<file path="src/rtl/wb_uart_cmd_master_pkg.sv">
// rtl/wb_uart_cmd_master_pkg.sv - opcodes, status bytes and FSM states for the UART-to-Wishbone command master
package wb_uart_cmd_pkg;

    localparam logic [7:0] OP_WR     = 8'h57;
    localparam logic [7:0] OP_RD     = 8'h52;
    localparam logic [7:0] OP_WR_INC = 8'h77;
    localparam logic [7:0] OP_RD_INC = 8'h72;

    localparam logic [7:0] ST_OK  = 8'h4B;
    localparam logic [7:0] ST_ERR = 8'h45;
    localparam logic [7:0] ST_TMO = 8'h54;
    localparam logic [7:0] ST_BAD = 8'h3F;

    typedef enum logic [2:0] {
        IDLE,
        GET_ADR,
        GET_DAT,
        BUS_REQ,
        BUS_WAIT,
        TX_STATUS,
        TX_DATA
    } state_t;

    // Byte idx of a 32-bit word, idx 0 being the most significant byte
    function automatic logic [7:0] data_byte(input logic [31:0] d, input logic [1:0] idx);
        logic [7:0] b;
        case (idx)
            2'd0:    b = d[31:24];
            2'd1:    b = d[23:16];
            2'd2:    b = d[15:8];
            default: b = d[7:0];
        endcase
        return b;
    endfunction

endpackage

</file>
<file path="src/rtl/wb_uart_cmd_master_if.sv">
// rtl/wb_uart_cmd_master_if.sv - pipelined Wishbone bus between the command master and the data bus slaves
interface wb_uart_cmd_master_if;
    logic        wb_cyc_o;
    logic        wb_stb_o;
    logic        wb_we_o;
    logic [31:0] wb_adr_o;
    logic [31:0] wb_dat_o;
    logic [3:0]  wb_sel_o;
    logic        wb_stall_i;
    logic        wb_ack_i;
    logic        wb_err_i;
    logic [31:0] wb_dat_i;

    modport master (
        output wb_cyc_o, wb_stb_o, wb_we_o, wb_adr_o, wb_dat_o, wb_sel_o,
        input  wb_stall_i, wb_ack_i, wb_err_i, wb_dat_i
    );

    modport slave (
        input  wb_cyc_o, wb_stb_o, wb_we_o, wb_adr_o, wb_dat_o, wb_sel_o,
        output wb_stall_i, wb_ack_i, wb_err_i, wb_dat_i
    );
endinterface

</file>
<file path="src/rtl/wb_uart_cmd_master_timer.sv">
// rtl/wb_uart_cmd_master_timer.sv - loadable down-counter raising a one-cycle expire after LIMIT running cycles
module wb_uart_cmd_timer #(
    parameter int LIMIT = 255
) (
    input  logic i_clk,
    input  logic i_rst_n,
    input  logic i_load,
    input  logic i_run,
    output logic o_expire
);
    localparam int W = (LIMIT < 2) ? 1 : $clog2(LIMIT + 1);

    logic [W-1:0] r_cnt;

    // Reload to LIMIT on load, otherwise count down while running and stop at zero
    always_ff @(posedge i_clk or negedge i_rst_n) begin
        if (!i_rst_n) begin
            r_cnt <= W'(LIMIT);
        end else if (i_load) begin
            r_cnt <= W'(LIMIT);
        end else if (i_run && (r_cnt != '0)) begin
            r_cnt <= r_cnt - W'(1);
        end
    end

    // A load in the same cycle restarts the window, so it masks the expiry
    assign o_expire = i_run & ~i_load & (r_cnt == W'(1));
endmodule

</file>
<file path="src/rtl/wb_uart_cmd_master.sv">
// rtl/wb_uart_cmd_master.sv - UART byte-stream command parser issuing single Wishbone accesses (option: WB_UART_CMD_AUTOINC_EN)
module wb_uart_cmd_master
    import wb_uart_cmd_pkg::*;
#(
    parameter int ACK_TIMEOUT = 255,
    parameter int RX_TIMEOUT  = 200000
) (
    input  logic                        clk_i,
    input  logic                        reset_i,
    input  logic [7:0]                  rx_byte_i,
    input  logic                        rx_valid_i,
    output logic [7:0]                  tx_byte_o,
    output logic                        tx_valid_o,
    input  logic                        tx_ready_i,
    wb_uart_cmd_master_if.master        wb,
    output logic                        busy_o
);
    state_t      r_state;
    logic        r_we;
    logic [1:0]  r_cnt;
    logic [23:0] r_shift;
    logic [31:0] r_adr;
    logic [31:0] r_dat;
    logic [7:0]  r_status;
    logic [7:0]  r_tx_byte;
    logic        r_tx_valid;
    logic        r_cyc;
    logic        r_stb;

    logic        w_in_frame;
    logic        w_on_bus;
    logic        w_accept;
    logic        w_bus_hit;
    logic        w_bus_done;
    logic        w_rx_expire;
    logic        w_ack_expire;
    logic [7:0]  w_bus_status;
    logic [31:0] w_shift_next;

    assign w_in_frame   = (r_state == GET_ADR) || (r_state == GET_DAT);
    assign w_on_bus     = (r_state == BUS_REQ) || (r_state == BUS_WAIT);
    assign w_accept     = (r_state == BUS_REQ) && !wb.wb_stall_i;
    // A response is only meaningful once the strobe has been (or is being) accepted
    assign w_bus_hit    = (r_state == BUS_WAIT) || w_accept;
    assign w_bus_done   = (w_bus_hit && (wb.wb_ack_i || wb.wb_err_i)) || w_ack_expire;
    assign w_bus_status = (w_bus_hit && wb.wb_err_i) ? ST_ERR :
                          (w_bus_hit && wb.wb_ack_i) ? ST_OK  : ST_TMO;
    assign w_shift_next = {r_shift, rx_byte_i};

    // Inter-byte gap: restarts on each received byte, runs only inside a frame
    wb_uart_cmd_timer #(.LIMIT(RX_TIMEOUT)) u_rx_timer (
        .i_clk    (clk_i),
        .i_rst_n  (reset_i),
        .i_load   (rx_valid_i || !w_in_frame),
        .i_run    (w_in_frame),
        .o_expire (w_rx_expire)
    );

    // Bus watchdog: bounds stall in BUS_REQ, then restarts at accept to bound the wait for ack/err
    wb_uart_cmd_timer #(.LIMIT(ACK_TIMEOUT)) u_ack_timer (
        .i_clk    (clk_i),
        .i_rst_n  (reset_i),
        .i_load   (w_accept || !w_on_bus),
        .i_run    (w_on_bus),
        .o_expire (w_ack_expire)
    );

    // Command FSM: parse frame, run one bus access, return status and read data
    always_ff @(posedge clk_i or negedge reset_i) begin
        if (!reset_i) begin
            r_state    <= IDLE;
            r_we       <= 1'b0;
            r_cnt      <= 2'd0;
            r_shift    <= '0;
            r_adr      <= '0;
            r_dat      <= '0;
            r_status   <= 8'h00;
            r_tx_byte  <= 8'h00;
            r_tx_valid <= 1'b0;
            r_cyc      <= 1'b0;
            r_stb      <= 1'b0;
        end else if (w_bus_done) begin
            r_cyc      <= 1'b0;
            r_stb      <= 1'b0;
            r_status   <= w_bus_status;
            r_tx_byte  <= w_bus_status;
            r_tx_valid <= 1'b1;
            r_state    <= TX_STATUS;
            if (w_bus_status == ST_OK) begin
                if (!r_we) begin
                    r_dat <= wb.wb_dat_i;
                end
`ifdef WB_UART_CMD_AUTOINC_EN
                r_adr <= r_adr + 32'd4;
`endif
            end
        end else begin
            case (r_state)
                IDLE: begin
                    if (rx_valid_i) begin
                        r_cnt <= 2'd0;
                        case (rx_byte_i)
                            OP_WR, OP_RD: begin
                                r_we    <= (rx_byte_i == OP_WR);
                                r_state <= GET_ADR;
                            end
`ifdef WB_UART_CMD_AUTOINC_EN
                            OP_WR_INC: begin
                                r_we    <= 1'b1;
                                r_state <= GET_DAT;
                            end
                            OP_RD_INC: begin
                                r_we    <= 1'b0;
                                r_cyc   <= 1'b1;
                                r_stb   <= 1'b1;
                                r_state <= BUS_REQ;
                            end
`endif
                            default: begin
                                r_status   <= ST_BAD;
                                r_tx_byte  <= ST_BAD;
                                r_tx_valid <= 1'b1;
                                r_state    <= TX_STATUS;
                            end
                        endcase
                    end
                end
                GET_ADR: begin
                    if (w_rx_expire) begin
                        r_state <= IDLE;
                    end else if (rx_valid_i) begin
                        r_shift <= w_shift_next[23:0];
                        r_cnt   <= r_cnt + 2'd1;
                        if (r_cnt == 2'd3) begin
                            r_adr <= w_shift_next;
                            if (r_we) begin
                                r_state <= GET_DAT;
                            end else begin
                                r_cyc   <= 1'b1;
                                r_stb   <= 1'b1;
                                r_state <= BUS_REQ;
                            end
                        end
                    end
                end
                GET_DAT: begin
                    if (w_rx_expire) begin
                        r_state <= IDLE;
                    end else if (rx_valid_i) begin
                        r_shift <= w_shift_next[23:0];
                        r_cnt   <= r_cnt + 2'd1;
                        if (r_cnt == 2'd3) begin
                            r_dat   <= w_shift_next;
                            r_cyc   <= 1'b1;
                            r_stb   <= 1'b1;
                            r_state <= BUS_REQ;
                        end
                    end
                end
                BUS_REQ: begin
                    if (w_accept) begin
                        r_stb   <= 1'b0;
                        r_state <= BUS_WAIT;
                    end
                end
                BUS_WAIT: begin
                    r_state <= BUS_WAIT;
                end
                TX_STATUS: begin
                    if (tx_ready_i) begin
                        if ((r_status == ST_OK) && !r_we) begin
                            r_cnt     <= 2'd0;
                            r_tx_byte <= data_byte(r_dat, 2'd0);
                            r_state   <= TX_DATA;
                        end else begin
                            r_tx_valid <= 1'b0;
                            r_state    <= IDLE;
                        end
                    end
                end
                TX_DATA: begin
                    if (tx_ready_i) begin
                        if (r_cnt == 2'd3) begin
                            r_tx_valid <= 1'b0;
                            r_state    <= IDLE;
                        end else begin
                            r_cnt     <= r_cnt + 2'd1;
                            r_tx_byte <= data_byte(r_dat, r_cnt + 2'd1);
                        end
                    end
                end
                default: begin
                    r_state <= IDLE;
                end
            endcase
        end
    end

    assign wb.wb_cyc_o = r_cyc;
    assign wb.wb_stb_o = r_stb;
    assign wb.wb_we_o  = r_we;
    assign wb.wb_adr_o = r_adr;
    assign wb.wb_dat_o = r_dat;
    assign wb.wb_sel_o = 4'hF;
    assign tx_byte_o   = r_tx_byte;
    assign tx_valid_o  = r_tx_valid;
    assign busy_o      = (r_state != IDLE);
endmodule

</file>
<file path="src/flat_wrapper.sv">
// flat-port wrapper written by rule: the top's interface ports become plain ports
module wb_uart_cmd_master_flat import wb_uart_cmd_pkg::*;
#(
    parameter int ACK_TIMEOUT = 255,
    parameter int RX_TIMEOUT  = 200000
)
  (clk_i, reset_i, rx_byte_i, rx_valid_i, tx_byte_o, tx_valid_o, tx_ready_i, busy_o, wb_wb_cyc_o, wb_wb_stb_o, wb_wb_we_o, wb_wb_adr_o, wb_wb_dat_o, wb_wb_sel_o, wb_wb_stall_i, wb_wb_ack_i, wb_wb_err_i, wb_wb_dat_i);
  wb_uart_cmd_master_if wb_i ();
  input  logic clk_i;
  input  logic reset_i;
  input  logic [7:0] rx_byte_i;
  input  logic rx_valid_i;
  output logic [7:0] tx_byte_o;
  output logic tx_valid_o;
  input  logic tx_ready_i;
  output logic busy_o;
  output wire logic [$bits(wb_i.wb_cyc_o)-1:0] wb_wb_cyc_o;
  output wire logic [$bits(wb_i.wb_stb_o)-1:0] wb_wb_stb_o;
  output wire logic [$bits(wb_i.wb_we_o)-1:0] wb_wb_we_o;
  output wire logic [$bits(wb_i.wb_adr_o)-1:0] wb_wb_adr_o;
  output wire logic [$bits(wb_i.wb_dat_o)-1:0] wb_wb_dat_o;
  output wire logic [$bits(wb_i.wb_sel_o)-1:0] wb_wb_sel_o;
  input wire logic [$bits(wb_i.wb_stall_i)-1:0] wb_wb_stall_i;
  input wire logic [$bits(wb_i.wb_ack_i)-1:0] wb_wb_ack_i;
  input wire logic [$bits(wb_i.wb_err_i)-1:0] wb_wb_err_i;
  input wire logic [$bits(wb_i.wb_dat_i)-1:0] wb_wb_dat_i;
  assign wb_wb_cyc_o = wb_i.wb_cyc_o;
  assign wb_wb_stb_o = wb_i.wb_stb_o;
  assign wb_wb_we_o = wb_i.wb_we_o;
  assign wb_wb_adr_o = wb_i.wb_adr_o;
  assign wb_wb_dat_o = wb_i.wb_dat_o;
  assign wb_wb_sel_o = wb_i.wb_sel_o;
  assign wb_i.wb_stall_i = wb_wb_stall_i;
  assign wb_i.wb_ack_i = wb_wb_ack_i;
  assign wb_i.wb_err_i = wb_wb_err_i;
  assign wb_i.wb_dat_i = wb_wb_dat_i;
  wb_uart_cmd_master #(.ACK_TIMEOUT(ACK_TIMEOUT), .RX_TIMEOUT(RX_TIMEOUT)) u_core (.clk_i(clk_i), .reset_i(reset_i), .rx_byte_i(rx_byte_i), .rx_valid_i(rx_valid_i), .tx_byte_o(tx_byte_o), .tx_valid_o(tx_valid_o), .tx_ready_i(tx_ready_i), .wb(wb_i), .busy_o(busy_o));
endmodule
</file>
<file path="config.mk">
export PLATFORM = sky130hd
export DESIGN_NAME = wb_uart_cmd_master_flat
export DESIGN_NICKNAME = d
export VERILOG_FILES = /design/src/rtl/wb_uart_cmd_master_pkg.sv /design/src/rtl/wb_uart_cmd_master_if.sv /design/src/rtl/wb_uart_cmd_master_timer.sv /design/src/rtl/wb_uart_cmd_master.sv /design/src/flat_wrapper.sv
export SDC_FILE = /design/constraint.sdc
export NUM_CORES = 1
export LEC_CHECK = 0
export ABC_CLOCK_PERIOD_IN_PS = 2880
export BUFFER_PORTS_ARGS = -buffer_cell sky130_fd_sc_hd__buf_2
export CORE_ASPECT_RATIO = 1.1
export CORE_MARGIN = 2
export CORE_UTILIZATION = 30
export CTS_CLUSTER_DIAMETER = 100
export DETAILED_ROUTE_END_ITERATION = 10
export SYNTH_ARGS = -nofsm -noshare
export SYNTH_HDL_FRONTEND = slang
export SYNTH_SLANG_ARGS = --single-unit
</file>
<file path="constraint.sdc">
create_clock -name clk_i -period 2.88 [get_ports clk_i]
set_clock_uncertainty 0.05 [all_clocks]
set_input_delay 0.432 -clock clk_i [delete_from_list [all_inputs] [get_ports clk_i]]
set_output_delay 0.432 -clock clk_i [all_outputs]
set_load 0.01 [all_outputs]
</file>
==> results of run 1 <==
[kinds of logic (layout without fill, tap and decap cells)]
kind of cell             Yosys count  count (layout)  share of synthesized area (%)
other                              1               4                        0.05502
AO/OA/AOI/OAI                    117             117                          12.06
AND/OR/NAND/NOR                  164             164                          13.25
XOR/XNOR                          19              19                          2.442
buffers and inverters             56             184                          4.112
adder cells (fa/ha/maj)           11              11                          2.019
flip-flops                       137             137                          50.56
multiplexers                      98              98                          15.49
[cell usage after synthesis, types with 4 or more instances]
| cell | n |
|---|---|
| sky130_fd_sc_hd__inv_1 | 18 |
| sky130_fd_sc_hd__xor2_1 | 15 |
| sky130_fd_sc_hd__buf_6 | 4 |
| sky130_fd_sc_hd__nand2_1 | 26 |
| sky130_fd_sc_hd__nor2_1 | 64 |
| sky130_fd_sc_hd__mux2i_1 | 38 |
| sky130_fd_sc_hd__nand2b_1 | 9 |
| sky130_fd_sc_hd__a211o_1 | 4 |
| sky130_fd_sc_hd__ha_1 | 11 |
| sky130_fd_sc_hd__dfrtp_1 | 123 |
| sky130_fd_sc_hd__clkbuf_1 | 14 |
| sky130_fd_sc_hd__mux2_2 | 10 |
| sky130_fd_sc_hd__o21ai_1 | 5 |
| sky130_fd_sc_hd__o21ai_0 | 13 |
| sky130_fd_sc_hd__a22oi_1 | 6 |
| sky130_fd_sc_hd__a221oi_1 | 7 |
| sky130_fd_sc_hd__nor3_1 | 5 |
| sky130_fd_sc_hd__xnor2_1 | 4 |
| sky130_fd_sc_hd__buf_4 | 6 |
| sky130_fd_sc_hd__buf_2 | 13 |
| sky130_fd_sc_hd__o31a_1 | 4 |
| sky130_fd_sc_hd__a21oi_1 | 47 |
| sky130_fd_sc_hd__mux2_1 | 50 |
| sky130_fd_sc_hd__nand3_1 | 13 |
| sky130_fd_sc_hd__dfstp_2 | 14 |
| sky130_fd_sc_hd__o21a_1 | 4 |
[worst max-delay path by stage]
| stage | from | end | cells after the start |
|---|---|---|---|
| 2_1_floorplan | u_core.u_ack_timer.r_cnt[0]$_DFFE_PN1P_ | u_core.tx_byte_o[2]$_DFFE_PN0P_ | 6 |
| 3_3_place_gp | u_core.r_state[2]$_DFFE_PN0P_ | u_core.tx_byte_o[2]$_DFFE_PN0P_ | 5 |
| 3_5_place_dp | u_core.r_state[2]$_DFFE_PN0P_ | u_core.tx_byte_o[2]$_DFFE_PN0P_ | 5 |
| 4_1_cts | u_core.r_state[2]$_DFFE_PN0P_ | u_core.tx_byte_o[7]$_DFFE_PN0P_ | 5 |
| 5_1_grt | u_core.r_state[2]$_DFFE_PN0P_ | u_core.tx_byte_o[2]$_DFFE_PN0P_ | 5 |
| 6_report | u_core.r_state[2]$_DFFE_PN0P_ | u_core.tx_byte_o[2]$_DFFE_PN0P_ | 5 |
[flip-flops by register name (all words and copies together), names as in the netlist]
name                      cells
u_core.u_rx_timer.r_cnt      18
u_core.wb.wb_cyc_o            1
u_core.r_shift               24
u_core.wb.wb_adr_o           32
u_core.u_ack_timer.r_cnt      8
u_core.wb.wb_stb_o            1
u_core.r_state                3
u_core.wb.wb_dat_o           32
u_core.tx_valid_o             1
u_core.wb.wb_we_o             1
u_core.r_cnt                  2
u_core.r_status               6
u_core.tx_byte_o              8
[through the flow]
| step | setup WS (ns) | power, mW | area, µm² |
|---|---|---|---|
| 2_1_floorplan | 0.7272 | 5.498 | 6827 |
| 3_3_place_gp | 0.5273 | 6.697 | 7712 |
| 3_5_place_dp | 0.4815 | 6.764 | 7712 |
| 4_1_cts | 0.4722 | 9.007 | 8327 |
| 5_1_grt | 0.2585 | 9.496 | 8327 |
| 6_report | 0.4321 | 8.931 | 8327 |
[worst max-delay path: stages, from the launching register on]
cell and delay [ns]:
sky130_fd_sc_hd__dfrtp_1 0.71, sky130_fd_sc_hd__nand3b_2 0.30, sky130_fd_sc_hd__and2_1 0.37, sky130_fd_sc_hd__a221oi_4 0.34, sky130_fd_sc_hd__or2b_1 0.22, sky130_fd_sc_hd__mux2_1 0.33
[power groups by stage]
stage / registers (mW) / logic [mW] / clock network (mW)
after floorplan: 3.33 / 2.16 / 0
after global placement: 3.50 / 3.19 / 0
after detailed placement: 3.51 / 3.25 / 0
after CTS: 3.48 / 3.27 / 2.26
after global routing: 3.58 / 3.56 / 2.35
final: 3.48 / 3.23 / 2.22
[routing by layer]
metal | track usage (%) | vias up | share of wire, %
met1 | 21.44 | 2440 | 46
li1 | - | 2391 | -
met3 | 3.680 | 25 | 5.3
met5 | 0 | - | 0
met2 | 23.64 | 126 | 46
met4 | 6.337 | 0 | 2.7
[layout by cell type (no fill, tap or decap), types with 5 or more instances in the layout]
master | synthesis | routed
sky130_fd_sc_hd__dfstp_2 | 14 | 14
sky130_fd_sc_hd__ha_1 | 11 | 11
sky130_fd_sc_hd__nand2_1 | 26 | 26
sky130_fd_sc_hd__nand3_1 | 13 | 13
sky130_fd_sc_hd__inv_1 | 18 | 18
sky130_fd_sc_hd__xor2_1 | 15 | 15
sky130_fd_sc_hd__dfrtp_1 | 123 | 123
sky130_fd_sc_hd__o21ai_0 | 13 | 13
sky130_fd_sc_hd__nor3_1 | 5 | 5
sky130_fd_sc_hd__nand2b_1 | 9 | 9
sky130_fd_sc_hd__mux2i_1 | 38 | 38
sky130_fd_sc_hd__inv_6 | 0 | 5
sky130_fd_sc_hd__nor2_1 | 64 | 63
sky130_fd_sc_hd__a221oi_1 | 7 | 7
sky130_fd_sc_hd__mux2_1 | 50 | 50
sky130_fd_sc_hd__a21oi_1 | 47 | 47
sky130_fd_sc_hd__mux2_2 | 10 | 10
sky130_fd_sc_hd__clkbuf_16 | 0 | 17
sky130_fd_sc_hd__buf_2 | 13 | 122
sky130_fd_sc_hd__o21ai_1 | 5 | 5
sky130_fd_sc_hd__buf_4 | 6 | 8
sky130_fd_sc_hd__a22oi_1 | 6 | 6
[area by class of cell]
| type | instances | area [µm²] |
|---|---|---|
| clock buffers | 21 | 470.5 |
| clock inverters | 11 | 133.9 |
| fillers | 2199 | 13850 |
| inverters | 18 | 67.56 |
| multi-input cells | 413 | 3108 |
| flip-flops and latches | 137 | 3446 |
| well taps | 295 | 369.1 |
| repair buffers | 134 | 732.0 |
[timing repair]
action,CTS,global route
hold buffers,1,0
endpoints found under the hold margin,28,0
buffers inserted,0,0
resized for setup,0,0
==> load_flow_metrics.sql, run 1 <==
INSERT INTO impl_metrics (metric_group, metric, value, unit) VALUES
('route', 'drt_pre_antenna_iters', '5', ''),
('layout', 'antenna_cells', '0', ''),
('grt', 'largest_net_degree_at_the_start_of_global_routing', '73', ''),
('critical_path', 'worstRegToRegCells', '5', ''),
('clock_network', 'clkSlewWorstSetupHoldPaths', '0.06', 'ns'),
('status', 'status', 'finished clean', ''),
('logic_synthesis', 'synth.lib_cells_used.distinct', '76', ''),
('logic_synthesis', 'ys_seq_area_share', '50.56', '%'),
('place', 'port-buffer-count', '123', ''),
('clock_network', 'cts_tree', 'yes', ''),
('logic_synthesis', 'netlist.top_cell.by_area', 'sky130_fd_sc_hd__dfrtp_1', ''),
('timing', 'post-route-min-period', '2.448', 'ns'),
('timing', 'slew-limit-headroom', '56.27', '%'),
('layout', 'final_core_util', '37.54', '%'),
('timing', 'final_clock_period_utilization_by_the_worst_path', '85.00', '%'),
('critical_path', 'timing.critical_path.from_type', 'register', ''),
('place', 'dp_hpwl', '13680', 'µm'),
('place', 'placed_cells', '996', ''),
('layout', 'areaGrowthSynthToFinish', '22.18', '%'),
('logic_synthesis', 'syn_inst', '603', ''),
('clock_network', 'clk_path_buf_depth', '2', ''),
('hold_path', 'hold_end', 'u_core.r_shift[5]$_DFFE_PN0P_', ''),
('clock_network', 'clock_insertion_delay_worst_skew', '0.42', 'ns'),
('timing', 'grt_setup_unrepaired', 'false', ''),
('critical_path', 'critical_path_peak_fanout', '19', ''),
('logic_synthesis', 'yosys_most_used_dff', 'sky130_fd_sc_hd__dfrtp_1', ''),
('hold_path', 'hold_path_class', 'in2reg', ''),
('logic_synthesis', 'synth_top_cells_by_area', 'sky130_fd_sc_hd__dfrtp_1, sky130_fd_sc_hd__mux2_1, sky130_fd_sc_hd__mux2i_1, sky130_fd_sc_hd__dfstp_2, sky130_fd_sc_hd__nor2_1', ''),
('hold_path', 'hold_start', 'rx_byte_i[5]', ''),
('job', 'max_cap_viol_count', '0', ''),
('critical_path', 'timing.reg2reg.setup_slack', '0.43', 'ns'),
('floorplan', 'fp.dieArea', '23940', 'µm²'),
('timing', 'highest_clock_rate', '408.5', 'MHz'),
('route', 'antenna_left', '0', ''),
('power_and_ir_drop', 'power.ir.vdd_worst', '0.5388', 'mV'),
('floorplan', 'ios', '128', ''),
('floorplan', 'chipHeight', '162.1', 'µm'),
('power_and_ir_drop', 'p_comb_share', '36.1', '%'),
('logic_synthesis', 'syn_area', '6815', 'µm²'),
('grt', 'grt_use_total', '15.57', '%'),
('power_and_ir_drop', 'power_leakage', '3.989', 'nW'),
('power_and_ir_drop', 'cell_internal_pwr', '5.498', 'mW'),
('route', 'remaining_routing_drc_violations', '0', ''),
('floorplan', 'initial_utilization', '30.73', '%'),
('power_and_ir_drop', 'power_switching', '3.433', 'mW'),
('power_and_ir_drop', 'switching_share', '38.44', '%'),
('timing', 'final_hold_viol_count', '0', ''),
('layout', 'post_route_cells_drive_above_1_share', '28.61', '%'),
('logic_synthesis', 'synth-async-reset-ratio', '100.0', '%'),
('power_and_ir_drop', 'powerDensity', '1073', 'nW/µm²'),
('route', 'routed-via-count', '4982', ''),
('critical_path', 'arr_time_crit_path', '2.71', 'ns'),
('timing', 'setup_tns', '0', 'ns'),
('route', 'detail_route.iter0.violations', '264', ''),
('critical_path', 'critPathRequiredTime', '3.14', 'ns'),
('critical_path', 'worst_setup_path_end_kind', 'register', ''),
('critical_path', 'critical_path.reg2reg.endpoint', 'u_core.tx_byte_o[2]$_DFFE_PN0P_', ''),
('logic_synthesis', 'yosysTopAreaCellShare', '45.16', '%'),
('route', 'via_per_inst', '4.842', ''),
('clock_network', 'root_buffer', 'sky130_fd_sc_hd__clkbuf_16', ''),
('timing', 'drv_slew', '0', ''),
('logic_synthesis', 'post_synthesis_area_per_instance', '11.30', 'µm²'),
('clock_network', 'cts-buffers-inserted', '17', ''),
('layout', 'final_nets', '779', ''),
('power_and_ir_drop', 'pwr-share-clk', '24.8', '%'),
('logic_synthesis', 'number_of_enable_type_register_cells_in_the_synthesized_netlist', '0', ''),
('critical_path', 'r2r_start', 'u_core.r_state[2]$_DFFE_PN0P_', ''),
('floorplan', 'core_area', '22180', 'µm²'),
('place', 'place.gp.congestion', '0.8102', ''),
('clock_network', 'tritoncts_num_sinks', '137', ''),
('timing', 'finalSetupViolations', '0', '');
(Power assumes the default switching activity.)
==> run 2, diff against run 1 <==
--- a/config.mk
+++ b/config.mk
@@ -5,7 +5,7 @@
 export SDC_FILE = /design/constraint.sdc
 export NUM_CORES = 1
 export LEC_CHECK = 0
-export ABC_CLOCK_PERIOD_IN_PS = 2880
+export ABC_CLOCK_PERIOD_IN_PS = 2400
 export BUFFER_PORTS_ARGS = -buffer_cell sky130_fd_sc_hd__buf_2
 export CORE_ASPECT_RATIO = 1.1
 export CORE_MARGIN = 2
==> constraint.sdc (replaced) <==
create_clock -name clk_i -period 2.4 [get_ports clk_i]
set_clock_uncertainty 0.05 [all_clocks]
set_input_delay 0.36 -clock clk_i [delete_from_list [all_inputs] [get_ports clk_i]]
set_output_delay 0.36 -clock clk_i [all_outputs]
set_load 0.01 [all_outputs]
==> run 2 against run 1 <==
  * Power grew 22%
  * First-iteration DRC count up 38%
  * Critical endpoint is now u_core.wb.wb_dat_o[0]$_DFFE_PN0P_
  * Via count increased by 4.0%
  * Maximum frequency is 8.2% higher
  * Die area is the same
  * Sequential cell count is the same
  * Largest power group unchanged
  * Clock power up 20%
  * Setup slack got worse by 0.30 ns
  * Hold slack got worse by 0.094 ns
==> load_flow_metrics.sql, run 2 (synthesized netlist as in run 1, its figures left out) <==
INSERT INTO impl_metrics (metric_group, metric, value, unit) VALUES
('status', 'status', 'finished clean', ''),
('place', 'port-buffer-count', '123', ''),
('timing', 'highest_clock_rate', '441.9', 'MHz'),
('critical_path', 'critPathKind', 'reg2reg', ''),
('clock_network', 'clock_insertion_delay_worst_skew', '0.43', 'ns'),
('hold_path', 'hold_path_class', 'in2reg', ''),
('layout', 'final_nets', '794', ''),
('timing', 'post-route-min-period', '2.263', 'ns'),
('place', 'dp_hpwl', '13890', 'µm'),
('clock_network', 'clk_path_buf_depth', '2', ''),
('place', 'placed_area', '7875', 'µm²'),
('timing', 'final_clock_period_utilization_by_the_worst_path', '94.29', '%'),
('timing', 'final_hold_viol_count', '0', ''),
('layout', 'commonest_non_fill_non_tap_cells_in_the_layout', 'sky130_fd_sc_hd__dfrtp_1, sky130_fd_sc_hd__buf_2, sky130_fd_sc_hd__nor2_1', ''),
('critical_path', 'critical_path_peak_fanout', '24', ''),
('clock_network', 'tritoncts_num_sinks', '137', ''),
('timing', 'slew-limit-headroom', '53.95', '%'),
('hold_path', 'hold_start', 'rx_byte_i[5]', ''),
('clock_network', 'root_buffer', 'sky130_fd_sc_hd__clkbuf_16', ''),
('timing', 'grt_setup_unrepaired', 'true', ''),
('timing', 'max_slew.worst_pin.slew', '0.6907', 'ns'),
('route', 'detail_route.iter0.violations', '364', ''),
('critical_path', 'timing.critical_path.from', 'u_core.u_ack_timer.r_cnt[0]$_DFFE_PN1P_', ''),
('floorplan', 'rows', '57', ''),
('place', 'placed_cells', '1011', ''),
('critical_path', 'max_stage_delay', '0.56', 'ns'),
('layout', 'final_core_util', '38.26', '%'),
('grt', 'gr-usage-met2', '24.97', '%'),
('critical_path', 'critPathBufInv', '1', ''),
('floorplan', 'initial_utilization', '30.73', '%'),
('critical_path', 'worst-path-stages', '7', ''),
('critical_path', 'r2r_start', 'u_core.u_ack_timer.r_cnt[0]$_DFFE_PN1P_', ''),
('layout', 'sequential_cell_area', '3446', 'µm²'),
('hold_path', 'hold_path_cells', '2', ''),
('critical_path', 'worst_setup_path_end_kind', 'register', ''),
('clock_network', 'htree_levels', '4', ''),
('place', 'place.gp.congestion', '0.8120', ''),
('critical_path', 'critPathRequiredTime', '2.62', 'ns'),
('critical_path', 'timing.critical_path.from_type', 'register', ''),
('critical_path', 'worstRegToRegCells', '7', ''),
('critical_path', 'ordered_list_of_cells_on_the_worst_path', 'ha_1, or3b_2, a211oi_4, nor2_4, buf_4, mux2i_1, a21oi_1', ''),
('layout', 'filler_cell_count', '2164', ''),
('grt', 'use_met3', '3.652', '%'),
('layout', 'post_route_cells_drive_above_1_share', '30.17', '%'),
('power_and_ir_drop', 'powerDensity', '1280', 'nW/µm²'),
('critical_path', 'top_family_by_delay_on_critical_path', 'flip-flops', ''),
('route', 'drt-wirelength-per-cell', '17.79', 'µm'),
('route', 'remaining_routing_drc_violations', '0', ''),
('floorplan', 'chipHeight', '162.1', 'µm'),
('layout', 'postLayoutCellArea', '8487', 'µm²'),
('grt', 'grt_use_total', '15.97', '%'),
('critical_path', 'critical-path-slowest-cell', 'sky130_fd_sc_hd__dfstp_2', ''),
('critical_path', 'arr_time_crit_path', '2.48', 'ns'),
('grt', 'largest_net_degree_at_the_start_of_global_routing', '52', ''),
('layout', 'layout.cells.most_common', 'sky130_fd_sc_hd__dfrtp_1', ''),
('clock_network', 'clkSlewWorstSetupHoldPaths', '0.06', 'ns'),
('grt', 'grt_most_used_layer', 'met2', ''),
('layout', 'areaGrowthSynthToFinish', '24.53', '%'),
('floorplan', 'core_area', '22180', 'µm²'),
('route', 'via_per_inst', '4.954', ''),
('grt', 'overall_overflow_remaining_after_global_route', '0', ''),
('floorplan', 'die_w', '147.7', 'µm'),
('clock_network', 'cts-buffers-inserted', '17', ''),
('route', 'routed-via-count', '5182', ''),
('power_and_ir_drop', 'power.ir.vdd_worst', '0.6766', 'mV'),
('job', 'max_cap_viol_count', '0', ''),
('route', 'drt_wl_total', '18610', 'µm'),
('layout', 'final_cells', '1046', ''),
('power_and_ir_drop', 'power_leakage', '4.075', 'nW'),
('floorplan', 'fp.dieArea', '23940', 'µm²'),
('grt', 'antenna_found_initial', '2', ''),
('timing', 'finalSetupViolations', '0', ''),
('route', 'antenna_left', '0', ''),
('clock_network', 'cts_setup_buffers', '0', ''),
('grt', 'global_route.usage.met1', '21.54', '%'),
('floorplan', 'ios', '128', ''),
('layout', 'area_used_by_multi_input_combinational_logic', '3108', 'µm²'),
('timing', 'drv_slew', '0', ''),
('grt', 'first_global_vias', '5111', ''),
('route', 'drt_pre_antenna_iters', '5', ''),
('clock_network', 'cts_tree', 'yes', ''),
('grt', 'grt_pass1_wl', '29420', 'µm');
==> run 2: cell count changes in the layout (fill, tap and decap cells not counted) <==
cell / previous run / this run
sky130_fd_sc_hd__clkinvlp_4: 1 / 2
sky130_fd_sc_hd__buf_12: 2 / 6
sky130_fd_sc_hd__clkbuf_1: 1 / 0
sky130_fd_sc_hd__clkbuf_8: 3 / 1
sky130_fd_sc_hd__inv_8: 0 / 1
sky130_fd_sc_hd__buf_4: 8 / 19
sky130_fd_sc_hd__clkinv_2: 1 / 2
sky130_fd_sc_hd__diode_2: 0 / 2
sky130_fd_sc_hd__inv_6: 5 / 6
sky130_fd_sc_hd__clkinv_4: 2 / 1
==> run 2: final cells by class <==
class,count,share of cell area [%]
antenna,2,0.05897
clock buffer,18,5.175
clock inverter,14,1.858
inverter,18,0.7961
multi-input combinational,413,36.62
sequential,137,40.60
tap,295,4.349
timing repair buffer,149,10.54
==> run 2: power by group <==
group	leakage [nW]	internal [mW]	switching (mW)
clock	0.290	1.58	1.08
combinational	2.10	1.91	2.15
sequential	1.68	3.19	0.953
==> run 2: repair_timing <==
item                                   4_1_cts  5_1_grt
gates resized for setup                      0        0
endpoints found under the hold margin       46        0
setup endpoints to repair                    0        2
hold buffers                                 1        0
==> run 2: worst paths after layout <==
check / end / slack [ns]
min in group asynchronous: u_core.wb.wb_adr_o[14]$_DFFE_PN0P_ / 0.39
min reg2reg: u_core.wb.wb_adr_o[18]$_DFFE_PN0P_ / 0.44
max: u_core.wb.wb_dat_o[0]$_DFFE_PN0P_ / 0.14
max reg2reg: u_core.wb.wb_dat_o[0]$_DFFE_PN0P_ / 0.14
max in group asynchronous: u_core.u_rx_timer.r_cnt[17]$_DFFE_PN1P_ / 1.23
min: u_core.wb.wb_adr_o[5]$_DFFE_PN0P_ / 0.16
==> run 2: worst reg2reg max path: cells and delay by family, from the launching register on <==
kind	cells	cell delay (ns)
flops	1	0.56
buf+inv	1	0.26
mux	1	0.22
compound gates	2	0.34
simple gates	2	0.54
fa+ha+maj	1	0.14
==> run 2: per-layer routing <==
metal	vias to the layer above	part of all wire, %
met2	152	47
met4	0	2.6
li1	2416	-
met5	-	0
met3	28	5.2
met1	2586	46
==> run 2: stage by stage <==
| step | setup TNS, ns | hold WS, ns | power [mW] | setup WS [ns] |
|---|---|---|---|---|
| 2_1_floorplan | 0 | 0.01441 | 6.597 | 0.2472 |
| 3_3_place_gp | 0 | 0.2819 | 8.181 | 0.1870 |
| 3_5_place_dp | 0 | 0.2818 | 8.261 | 0.1310 |
| 4_1_cts | 0 | 0.1447 | 10.97 | 0.1143 |
| 5_1_grt | -0.04187 | 0.1579 | 11.54 | -0.02131 |
| 6_report | 0 | 0.1559 | 10.86 | 0.1370 |
==> run 3, diff against run 2 <==
--- a/config.mk
+++ b/config.mk
@@ -5,13 +5,16 @@
 export SDC_FILE = /design/constraint.sdc
 export NUM_CORES = 1
 export LEC_CHECK = 0
+export ABC_AREA = 1
 export ABC_CLOCK_PERIOD_IN_PS = 2400
 export BUFFER_PORTS_ARGS = -buffer_cell sky130_fd_sc_hd__buf_2
 export CORE_ASPECT_RATIO = 1.1
 export CORE_MARGIN = 2
 export CORE_UTILIZATION = 30
 export CTS_CLUSTER_DIAMETER = 100
+export CTS_CLUSTER_SIZE = 24
 export DETAILED_ROUTE_END_ITERATION = 10
 export SYNTH_ARGS = -nofsm -noshare
 export SYNTH_HDL_FRONTEND = slang
+export SYNTH_HIERARCHICAL = 1
 export SYNTH_SLANG_ARGS = --single-unit
==> run 3 against run 2 <==
  * Critical endpoint is now u_core/wb.wb_dat_o[19]$_DFFE_PN0P_
  * Critical path depth up 7
  * Setup slack gained 0.0029 ns
  * Final cell count increased by 41%
  * Clock power is 3% lower
  * Register-to-register slack is essentially flat
  * Die area is 11% higher
  * Hold slack better by 0.029 ns
  * Sequential cell count unchanged
  * Via count grew 38%
==> load_flow_metrics.sql, run 3 <==
INSERT INTO impl_metrics (metric_group, metric, value, unit) VALUES
('clock_network', 'clk_path_buf_depth', '2', ''),
('layout', 'areaGrowthSynthToFinish', '24.48', '%'),
('critical_path', 'critical-path-slowest-cell', 'sky130_fd_sc_hd__dfrtp_2', ''),
('logic_synthesis', 'post_synthesis_area_per_instance', '7.458', 'µm²'),
('power_and_ir_drop', 'p_comb_share', '43.9', '%'),
('grt', 'first_global_vias', '6909', ''),
('job', 'max_cap_viol_count', '0', ''),
('critical_path', 'critical-path-top-cell-by-count', 'sky130_fd_sc_hd__nand2_1', ''),
('route', 'detail_route.iter0.violations', '549', ''),
('timing', 'final_hold_viol_count', '0', ''),
('status', 'status', 'finished clean', ''),
('route', 'drt_wl_total', '23200', 'µm'),
('logic_synthesis', 'synth.lib_cells_used.distinct', '41', ''),
('clock_network', 'clock_insertion_delay_worst_skew', '0.42', 'ns'),
('floorplan', 'ios', '128', ''),
('clock_network', 'tritoncts_num_sinks', '137', ''),
('place', 'port-buffer-count', '123', ''),
('hold_path', 'hold_path_cells', '3', ''),
('logic_synthesis', 'ys_seq_area_share', '45.43', '%'),
('floorplan', 'initial_utilization', '30.30', '%'),
('hold_path', 'hold_start', 'rx_byte_i[3]', ''),
('layout', 'commonest_non_fill_non_tap_cells_in_the_layout', 'sky130_fd_sc_hd__nand2_1, sky130_fd_sc_hd__nand3_1, sky130_fd_sc_hd__buf_2', ''),
('place', 'placed_cells', '1442', ''),
('logic_synthesis', 'post_synth_most_frequent_cells', 'sky130_fd_sc_hd__nand2_1, sky130_fd_sc_hd__nand3_1, sky130_fd_sc_hd__dfrtp_1, sky130_fd_sc_hd__inv_1, sky130_fd_sc_hd__nor2_1', ''),
('timing', 'drv_slew', '0', ''),
('logic_synthesis', 'yosysTopAreaCellShare', '40.58', '%'),
('timing', 'max_slew.worst_pin.slew', '0.4992', 'ns'),
('power_and_ir_drop', 'p_seq_share', '33.5', '%'),
('critical_path', 'critPathKind', 'reg2reg', ''),
('power_and_ir_drop', 'power_leakage', '5.080', 'nW'),
('floorplan', 'core_area', '25030', 'µm²'),
('timing', 'post-route-min-period', '2.260', 'ns'),
('grt', 'largest_net_degree_at_the_start_of_global_routing', '81', ''),
('route', 'via_per_inst', '4.829', ''),
('route', 'routed-via-count', '7147', ''),
('layout', 'post_route_cells_drive_above_1_share', '23.61', '%'),
('floorplan', 'rows', '61', ''),
('logic_synthesis', 'synth-async-reset-ratio', '100.0', '%'),
('critical_path', 'ordered_list_of_cells_on_the_worst_path', 'nor2_1, nand2_1, nand2_2, nand2_1, inv_1, nand3_1, nor3_2, buf_4, clkinv_2, buf_4, nand3_1, nand2_1, nand3_1, nand2_1', ''),
('power_and_ir_drop', 'power_switching', '5.003', 'mW'),
('clock_network', 'clkSlewWorstSetupHoldPaths', '0.06', 'ns'),
('grt', 'antenna_found_initial', '2', ''),
('layout', 'final_nets', '1208', ''),
('layout', 'layout.cells.most_common', 'sky130_fd_sc_hd__nand2_1', ''),
('layout', 'final_cells', '1480', ''),
('power_and_ir_drop', 'cell_internal_pwr', '6.484', 'mW'),
('critical_path', 'timing.reg2reg.setup_slack', '0.14', 'ns'),
('hold_path', 'hold_end', 'u_core/r_shift[3]$_DFFE_PN0P_', ''),
('critical_path', 'critical_path.reg2reg.endpoint', 'u_core/wb.wb_dat_o[19]$_DFFE_PN0P_', ''),
('hold_path', 'hold_path_class', 'in2reg', ''),
('timing', 'finalSetupViolations', '0', ''),
('timing', 'highest_clock_rate', '442.5', 'MHz'),
('critical_path', 'arr_time_crit_path', '2.51', 'ns'),
('floorplan', 'fp.dieArea', '26570', 'µm²'),
('critical_path', 'max_stage_delay', '0.42', 'ns'),
('logic_synthesis', 'synth.ff_latch_count', '137', ''),
('critical_path', 'worstRegToRegCells', '14', ''),
('timing', 'grt_setup_unrepaired', 'true', ''),
('logic_synthesis', 'yosys_most_used_dff', 'sky130_fd_sc_hd__dfrtp_1', ''),
('layout', 'final_core_util', '37.71', '%'),
('logic_synthesis', 'post_synth_mux_area_share', '0', '%'),
('route', 'drt_pre_antenna_iters', '7', ''),
('logic_synthesis', 'synth_adder_area_share', '1.485', '%'),
('logic_synthesis', 'synth-compound-area-share', '6.483', '%'),
('clock_network', 'cts-buffers-inserted', '17', ''),
('clock_network', 'root_buffer', 'sky130_fd_sc_hd__clkbuf_16', ''),
('critical_path', 'critPathRequiredTime', '2.65', 'ns'),
('critical_path', 'timing.critical_path.from', 'u_core/r_state[0]$_DFFE_PN0P_', ''),
('critical_path', 'top_family_by_delay_on_critical_path', 'simple AND/OR/NAND/NOR gates', ''),
('route', 'remaining_routing_drc_violations', '0', ''),
('power_and_ir_drop', 'power.ir.vdd_worst', '0.6735', 'mV'),
('logic_synthesis', 'largest_family_of_logic_cells_by_synthesized_area', 'simple AND/OR/NAND/NOR gates', ''),
('timing', 'slew-limit-headroom', '66.37', '%'),
('clock_network', 'cts_tree', 'yes', ''),
('place', 'place.gp.congestion', '0.9003', ''),
('clock_network', 'htree_levels', '4', ''),
('route', 'drt-wirelength-per-cell', '15.68', 'µm'),
('logic_synthesis', 'synth_top_cells_by_area', 'sky130_fd_sc_hd__dfrtp_1, sky130_fd_sc_hd__nand2_1, sky130_fd_sc_hd__nand3_1, sky130_fd_sc_hd__dfstp_2, sky130_fd_sc_hd__inv_1', ''),
('logic_synthesis', 'most_frequent_cell_after_synthesis', 'sky130_fd_sc_hd__nand2_1', ''),
('floorplan', 'chipHeight', '170.8', 'µm'),
('power_and_ir_drop', 'powerDensity', '1217', 'nW/µm²'),
('timing', 'final_clock_period_utilization_by_the_worst_path', '94.17', '%'),
('logic_synthesis', 'syn_area', '7585', 'µm²'),
('logic_synthesis', 'post_synth_and_or_nand_nor_area_fraction', '37.03', '%'),
('power_and_ir_drop', 'switching_share', '43.55', '%'),
('floorplan', 'die_w', '155.6', 'µm'),
('critical_path', 'r2r_start', 'u_core/r_state[0]$_DFFE_PN0P_', ''),
('critical_path', 'critPathBufInv', '4', ''),
('critical_path', 'worst_setup_path_end_kind', 'register', ''),
('logic_synthesis', 'syn_inst', '1017', ''),
('place', 'dp_hpwl', '17000', 'µm'),
('layout', 'antenna_cells', '0', ''),
('grt', 'grt_use_total', '17.42', '%'),
('grt', 'grt_pass1_wl', '36220', 'µm'),
('logic_synthesis', 'synth-xor-area-share', '0.8083', '%'),
('critical_path', 'critical_path_peak_fanout', '32', ''),
('logic_synthesis', 'number_of_warnings_issued_by_yosys', '6', ''),
('route', 'antenna_left', '0', ''),
('logic_synthesis', 'netlist.top_cell.by_area', 'sky130_fd_sc_hd__dfrtp_1', ''),
('grt', 'overall_overflow_remaining_after_global_route', '0', ''),
('critical_path', 'timing.critical_path.from_type', 'register', ''),
('power_and_ir_drop', 'pwr-share-clk', '22.5', '%'),
('logic_synthesis', 'number_of_enable_type_register_cells_in_the_synthesized_netlist', '0', '');
-- run 3: cell count changes after synthesis, moves of 13 or more --
cell	previous run	this run
sky130_fd_sc_hd__mux2i_1	38	0
sky130_fd_sc_hd__buf_6	4	17
sky130_fd_sc_hd__a21oi_1	47	16
sky130_fd_sc_hd__o21ai_1	5	42
sky130_fd_sc_hd__mux2_1	50	0
sky130_fd_sc_hd__nand2_1	26	374
sky130_fd_sc_hd__nand3_1	13	154
sky130_fd_sc_hd__inv_1	18	73
-- run 3: cells by family after synthesis --
group,Yosys count
AOI/OAI and AO/OA,90
xor gates and xnor gates,7
adders and majority gates,9
buffers and inverters,130
DFF,137
other,1
and+or+nand+nor,643
-- run 3: what timing repair did --
action	CTS	global route
gates resized for setup	0	19
buffers inserted	0	2
hold endpoints to repair	123	0
setup endpoints to repair	0	90
hold buffers	1	0
-- run 3: worst min-delay path: stages --
cell and delay, ns:
sky130_fd_sc_hd__buf_2 0.12, sky130_fd_sc_hd__inv_1 0.07, sky130_fd_sc_hd__o21ai_1 0.07
-- run 3: area by class of cell --
type                    count  area [µm²]
flip-flops and latches    137        3448
well taps                 315       394.1
clock inverters            13       145.1
repair buffers            162        1090
inverters                  81       315.3
clock buffers              19       442.9
multi-input cells         753        3606
fillers                  2628       15590
-- run 3: routing by layer --
metal  track usage, %  vias to the layer above  share of wire [%]
li1                 -                     3525                  -
met1            21.42                     3365                 43
met2            30.34                      222                 50
met3            3.343                       33                4.9
met4            6.462                        2                2.3
met5                0                        -              0.056
-- run 3: through the flow --
step           power (mW)  setup TNS [ns]  setup WS [ns]  hold WS [ns]  instance area, µm²
2_1_floorplan       7.024               0        0.02361       0.01441                7664
3_3_place_gp        8.733               0         0.1218        0.3153                8675
3_5_place_dp        8.795               0        0.09058        0.3206                8675
4_1_cts             11.44               0        0.08114        0.1691                9273
5_1_grt             12.36         -0.1227       -0.01652        0.1740                9442
6_report            11.49               0         0.1399        0.1845                9442
-- run 3: worst max-delay path by stage --
| stage | end | depth (start not counted) |
|---|---|---|
| 6_report | u_core/wb.wb_dat_o[19]$_DFFE_PN0P_ | 14 |
| 3_5_place_dp | u_core/wb.wb_adr_o[3]$_DFFE_PN0P_ | 13 |
| 5_1_grt | u_core/wb.wb_dat_o[19]$_DFFE_PN0P_ | 14 |
| 3_3_place_gp | u_core/wb.wb_dat_o[28]$_DFFE_PN0P_ | 17 |
| 4_1_cts | u_core/wb.wb_dat_o[25]$_DFFE_PN0P_ | 17 |
| 2_1_floorplan | u_core/wb.wb_dat_o[30]$_DFFE_PN0P_ | 18 |
-- run 3: power by group through the flow --
stage | clock (mW) | sequential [mW] | combinational [mW]
after floorplan | 0 | 3.81 | 3.21
after global placement | 0 | 3.88 | 4.86
after detailed placement | 0 | 3.88 | 4.92
after CTS | 2.65 | 3.85 | 4.94
after global routing | 2.76 | 3.94 | 5.66
final | 2.59 | 3.85 | 5.05
